[src/rtl/timer_pkg.sv]
// Shared types and helpers for the seconds countdown timer.
package timer_pkg;

  typedef enum logic [1:0] {
    IDLE  = 2'd0,
    RUN   = 2'd1,
    PAUSE = 2'd2,
    DONE  = 2'd3
  } timer_state_t;

  // Prescaler width for a given clock rate, never narrower than one bit.
  function automatic int presc_w(input int clk_hz);
    if (clk_hz < 2) return 1;
    return $clog2(clk_hz);
  endfunction

endpackage

[src/rtl/tick_prescaler.sv]
// Free-running 0..CLK_HZ-1 prescaler producing 1 Hz and 2 Hz tick requests.
// Ticks are flagged as the count steps onto its terminal values, so a register
// downstream lines its strobe up with the count actually reaching that value.
module tick_prescaler
  import timer_pkg::*;
#(
  parameter int CLK_HZ = 100_000_000
) (
  input  logic clock,
  input  logic reset,
  input  logic clear,
  input  logic enable,
  output logic one_hz_tick,
  output logic two_hz_tick
);

  localparam int PW = presc_w(CLK_HZ);
  localparam logic [PW-1:0] LAST = PW'(CLK_HZ - 1);
  localparam logic [PW-1:0] HALF = PW'(CLK_HZ / 2 - 1);

  logic [PW-1:0] count_q;
  logic [PW-1:0] count_step;
  logic [PW-1:0] count_d;

  // Next count: clear wins, otherwise advance and wrap while enabled.
  always_comb begin
    count_step = (count_q == LAST) ? '0 : count_q + 1'b1;
    count_d    = count_q;
    if (clear) begin
      count_d = '0;
    end else if (enable) begin
      count_d = count_step;
    end
  end

  // Prescaler count register.
  always_ff @(posedge clock) begin
    if (reset) begin
      count_q <= '0;
    end else begin
      count_q <= count_d;
    end
  end

  assign one_hz_tick = enable && !clear && (count_step == LAST);
  assign two_hz_tick = enable && !clear && ((count_step == LAST) || (count_step == HALF));

endmodule

[src/rtl/param_countdown_timer.sv]
// Seconds countdown timer with built-in prescaler, pause and restart.
// Optional build macro: AUTO_RELOAD_EN (reload the last started value at zero
// and keep running instead of stopping in DONE).
//
// state | meaning
// IDLE  | out of reset, nothing loaded, no strobes
// RUN   | prescaler advancing, remaining decrements on each 1 Hz tick
// PAUSE | prescaler, remaining and strobes frozen until pause drops
// DONE  | count reached zero, expired held until restart or reset
module param_countdown_timer
  import timer_pkg::*;
#(
  parameter int CLK_HZ = 100_000_000,
  parameter int CNT_W  = 5
) (
  input  logic             clock,
  input  logic             reset,
  input  logic [CNT_W-1:0] value,
  input  logic             start_timer,
  input  logic             pause,
  output logic [CNT_W-1:0] remaining,
  output logic             busy,
  output logic             expired,
  output logic             expired_pulse,
  output logic             one_hz_enable,
  output logic             two_hz_enable
);

  timer_state_t state_q;
  timer_state_t state_d;

  logic             counting;
  logic             one_hz_tick;
  logic             two_hz_tick;
  logic             final_tick;
  logic             reload_ok;
  logic [CNT_W-1:0] reload_value;

  logic [CNT_W-1:0] remaining_d;
  logic             busy_d;
  logic             expired_d;
  logic             expired_pulse_d;
  logic             one_hz_d;
  logic             two_hz_d;

  // PAUSE with pause released counts too, so resume loses no cycle and the
  // expiry slips by exactly the number of cycles pause was held.
  assign counting   = ((state_q == RUN) || (state_q == PAUSE)) && !pause && !start_timer;
  assign final_tick = counting && one_hz_tick && (remaining <= CNT_W'(1));

`ifdef AUTO_RELOAD_EN
  logic [CNT_W-1:0] value_q;

  // Remember the last started value for reloading at zero.
  always_ff @(posedge clock) begin
    if (reset) begin
      value_q <= '0;
    end else if (start_timer) begin
      value_q <= value;
    end
  end

  assign reload_ok    = (value_q != '0);
  assign reload_value = value_q;
`else
  assign reload_ok    = 1'b0;
  assign reload_value = '0;
`endif

  tick_prescaler #(
    .CLK_HZ(CLK_HZ)
  ) u_prescaler (
    .clock      (clock),
    .reset      (reset),
    .clear      (start_timer),
    .enable     (counting),
    .one_hz_tick(one_hz_tick),
    .two_hz_tick(two_hz_tick)
  );

  // State register.
  always_ff @(posedge clock) begin
    if (reset) begin
      state_q <= IDLE;
    end else begin
      state_q <= state_d;
    end
  end

  // Next state: start overrides everything; pause beats a coincident tick.
  always_comb begin
    state_d = state_q;
    if (start_timer) begin
      state_d = (value == '0) ? DONE : RUN;
    end else begin
      case (state_q)
        RUN: begin
          if (pause) begin
            state_d = PAUSE;
          end else if (final_tick) begin
            state_d = reload_ok ? RUN : DONE;
          end
        end
        PAUSE: begin
          if (!pause) begin
            state_d = final_tick ? (reload_ok ? RUN : DONE) : RUN;
          end
        end
        default: state_d = state_q;
      endcase
    end
  end

  // Next values of the registered outputs.
  always_comb begin
    remaining_d     = remaining;
    expired_d       = expired;
    expired_pulse_d = 1'b0;
    one_hz_d        = 1'b0;
    two_hz_d        = 1'b0;
    busy_d          = (state_d == RUN) || (state_d == PAUSE);
    if (start_timer) begin
      remaining_d     = value;
      expired_d       = (value == '0);
      expired_pulse_d = (value == '0);
    end else if (counting) begin
      one_hz_d = one_hz_tick;
      two_hz_d = two_hz_tick;
      if (final_tick) begin
        expired_pulse_d = 1'b1;
        if (reload_ok) begin
          remaining_d = reload_value;
        end else begin
          remaining_d = '0;
          expired_d   = 1'b1;
        end
      end else if (one_hz_tick) begin
        remaining_d = remaining - 1'b1;
      end
    end
  end

  // Output registers.
  always_ff @(posedge clock) begin
    if (reset) begin
      remaining     <= '0;
      busy          <= 1'b0;
      expired       <= 1'b0;
      expired_pulse <= 1'b0;
      one_hz_enable <= 1'b0;
      two_hz_enable <= 1'b0;
    end else begin
      remaining     <= remaining_d;
      busy          <= busy_d;
      expired       <= expired_d;
      expired_pulse <= expired_pulse_d;
      one_hz_enable <= one_hz_d;
      two_hz_enable <= two_hz_d;
    end
  end

endmodule

[config.mk]
export PLATFORM = sky130hd
export DESIGN_NAME = param_countdown_timer
export DESIGN_NICKNAME = d
export VERILOG_FILES = /design/src/rtl/timer_pkg.sv /design/src/rtl/tick_prescaler.sv /design/src/rtl/param_countdown_timer.sv
export SDC_FILE = /design/constraint.sdc
export NUM_CORES = 1
export LEC_CHECK = 0
export ABC_AREA = 1
export CORE_UTILIZATION = 59
export CTS_CLUSTER_SIZE = 30
export DETAILED_ROUTE_END_ITERATION = 8
export PLACE_DENSITY = 0.8
export SYNTH_ARGS = -nofsm -noshare
export SYNTH_HDL_FRONTEND = slang
export SYNTH_SLANG_ARGS = --single-unit
[constraint.sdc]
create_clock -name clock -period 3.43 [get_ports clock]
set_clock_uncertainty 0.1 [all_clocks]
set_input_delay 0.5145 -clock clock [delete_from_list [all_inputs] [get_ports clock]]
set_output_delay 0.5145 -clock clock [all_outputs]
set_load 0.02 [all_outputs]
==> metrics.md <==
| Metric | Value |
|---|---|
| Post-synthesis cell area | `2813 um2` |
| CP Launch Type | `flop` |
| Final worst path period need | `2.919 ns` |
| Worst Setup SP | `u_prescaler.count_q[0]` |
| Fin. Hold Viols | `0` |
| Max-slew violations | `0` |
| Crit path cell chain | `ha_1 > nand3_2 > inv_2 > nand2_4 > nor2_1 > nand2_1 > nand3_1 > nor2_1 > nand3_1 > nor2_2 > nand4_2 > nand2_1 > nand3_1 > nand2_1 > nand2_1 > nand2_2 > nand2_1 > nand2_1 > nor2_1` |
| CTS tree | `yes` |
| Resized cells post-CTS | `0` |
| Synth-to-Final Area Change | `10.54%` |
| Gr usage total | `0.3332` |
| Top cells by area, synth | `dfxtp_1 28%, nand2_1 12%, nor2_1 7.9%, inv_1 7.1%, a21oi_1 5.9%` |
| Die area | `5047 um2` |
| Endpoint class of the critical path | `flop` |
| Dpl hpwl | `5.813 mm` |
| Post-Syn Nets | `459` |
| Unique masters post-synth | `37` |
| Flop and latch count out of synthesis | `39` |
| Die width | `71.05 um` |
| Final Cycle Share | `0.8509` |
| Logic pwr share | `0.164` |
| Sw Share | `0.2915` |
| Crit path max fanout | `11` |
| Leak | `1.231 nW` |
| Worst hold path class | `reg2reg` |
| Critical path type | `reg2reg` |
| End point of the critical path | `busy` |
| Hold path depth | `2` |
| Avg WL per Cell | `15.01 um` |
| Gpl congestion | `0.9627` |
| Worst Tran Pin Value | `0.5202 ns` |
| Net Sw Power | `0.2738 mW` |
| Routed WL | `7.717 mm` |
| Arrival @ worst endpoint | `3.01 ns` |
| Top Ports | `19` |
| Vias post-DR | `3009` |
| GR Overflow Total | `0` |
| CTS max path bufs | `2` |
| Most common cell after layout, fill and taps aside | `nand2_1` |
| Vias in the first global route | `2897` |
| Clock Latency Late Sink | `0.29 ns` |
| Worst reg2reg startpoint | `u_prescaler.count_q[0]` |
| Core Region | `4474 um2` |
| Clock share of power | `0.306` |
| Max rail drop VDD | `0.0002214 V` |
| Fraction of layout cells with a size suffix above 1 | `0.1255` |
| RSZ-0062 raised after global routing | `false` |
| YS warnings | `0` |
| Starting Density | `0.6286` |
| Register area share after synthesis | `0.2776` |
| Port Buffers | `18` |
| Root buffer cell | `clkbuf_8` |
| Status | `completed` |
| Async SR Flop Fraction | `0` |
| First-pass GRT wire length | `13.20 mm` |
| Largest net degree at the start of global routing | `27` |
| Hold buffers post-CTS | `0` |
| Most frequent cells in the layout | `92 x nand2_1, 59 x nor2_1, 53 x inv_1` |
| Clk pin slew, worst setup/hold paths | `0.07 ns` |
| Hold Slack | `0.4274 ns` |
| CP most frequent cell | `nand2_1` |
| Register-to-register setup slack | `0.51 ns` |
| NumNets Final | `477` |
| R2R Path End | `busy` |
| CTS Sinks | `39` |
| Postcts setup bufs | `0` |
| Post-synth EDFFs | `0` |
| Vias per inst | `5.854` |
| DR DRC count | `0` |
| Antenna Nets Post-Route | `0` |
| Top FF cell, synth | `dfxtp_1` |
| Rel. slew slack | `0.6517` |
| PwrDens | `302.2 nW/um2` |
| Cts bufs inserted | `5` |
| Post-synth top area share | `0.2776` |
| Drt pass-1 iters | `5` |
| Slowest CP cell | `dfxtp_1` |
| # Max-Cap Violations | `0` |
| Initial DRC count | `319` |
| Initial antenna violation count | `0` |
| N_diodes | `0` |
| Avg Synthesized Cell Area | `6.321 um2` |
| Worst r2r path cells | `19` |
| H-tree lvl count | `2` |
| P_int | `0.6657 mW` |
| Final TNS setup | `0 ns` |
| Sequential power share | `0.530` |
| CP peak stage delay | `0.38 ns` |
| Syn Inst Count | `445` |
| FMAX | `342.6 MHz` |
| Setup Viol. Count Final | `0` |
| CP Data Required Time | `3.52 ns` |
| Row count | `24` |
| Die Ht | `71.05 um` |
| Area leader, netlist | `dfxtp_1` |
## power groups by stage
| stage | logic [mW] | clock network [mW] | registers [mW] |
|---|---|---|---|
| 2_1_floorplan | 0.0994 | 0 | 0.506 |
| 3_3_place_gp | 0.147 | 0 | 0.507 |
| 3_5_place_dp | 0.151 | 0 | 0.507 |
| 4_1_cts | 0.152 | 0.294 | 0.497 |
| 5_1_grt | 0.171 | 0.314 | 0.500 |
| 6_report | 0.154 | 0.288 | 0.498 |
## Yosys cell counts (2+ instances only)
library cell,instances
buf_2,2
xnor2_1,2
a21oi_1,33
nor4_1,3
nand2_1,92
a211oi_1,2
nand2_2,14
nor2_2,11
nor2_4,7
nand4_1,8
inv_1,53
inv_2,6
xor2_1,6
ha_1,5
clkbuf_1,7
nand3_2,5
nor2_1,59
nor3_1,7
o21ai_0,29
nand3_1,33
dfxtp_1,39
o21bai_1,3
o21ai_1,2
o211ai_1,4
## stage by stage
stage	std cells	cell area, um2	power, mW	utilization	setup slack, ns
finish	514	3109	0.9395	0.6949	0.5115
global route	514	3109	0.9858	0.6949	0.1466
CTS	514	3109	0.9427	0.6949	0.5739
detailed placement	508	3037	0.6573	0.6787	0.6190
global placement	508	3037	0.6543	0.6787	0.7930
floorplan	445	2813	0.6052	-	1.001
## layer usage
| metal | routed length, um | vias to the layer above | share of wire | global-route usage |
|---|---|---|---|---|
| met2 | 3758 | 140 | 0.49 | 0.5545 |
| met3 | 542 | 17 | 0.070 | 0.06268 |
| met4 | 159 | 0 | 0.021 | 0.1733 |
| met1 | 3256 | 1376 | 0.42 | 0.4110 |
| met5 | 0 | - | 0 | 0 |
| li1 | - | 1476 | - | - |
## registers in the layout (all words and copies together), names as in the netlist
| signal | flops |
|---|---|
| u_prescaler.count_q | 27 |
| one_hz_enable | 1 |
| remaining | 5 |
| two_hz_enable | 1 |
| state_q | 2 |
| expired_pulse | 1 |
| expired | 1 |
| busy | 1 |
## cell families (layout without fill, tap and decap cells)
family	count (synthesis)	after routing	synth area share
AO/OA/AOI/OAI	78	78	0.1570
buffers and inverters	69	86	0.09431
AND/OR/NAND/NOR	246	246	0.4239
flip-flops	39	39	0.2776
adder cells (fa/ha/maj)	5	5	0.02224
XOR/XNOR	8	8	0.02491
## layout make-up
type / instances / area [um2]
clock buffer: 6 / 72.57
sequential: 39 / 780.7
fill: 400 / 1365
timing repair buffer: 21 / 202.7
inverter: 59 / 221.5
multi-input combinational: 337 / 1767
tap: 52 / 65.06
## worst min-delay path by stage
stage	from	end	slack, ns
floorplan	u_prescaler.count_q[1]	u_prescaler.count_q[1]	0.39
global placement	expired	expired	0.41
detailed placement	remaining[4]	remaining[4]	0.42
CTS	remaining[4]	remaining[4]	0.43
global route	expired	expired	0.47
finish	remaining[4]	remaining[4]	0.43
## worst max-delay path, delay by kind of cell (launching register included)
family | cells | cell delay, ns
simple gates | 17 | 2.01
buf+inv | 1 | 0.06
flops | 1 | 0.38
fa+ha+maj | 1 | 0.27
No activity file was read; power rests on OpenSTA's default activity.
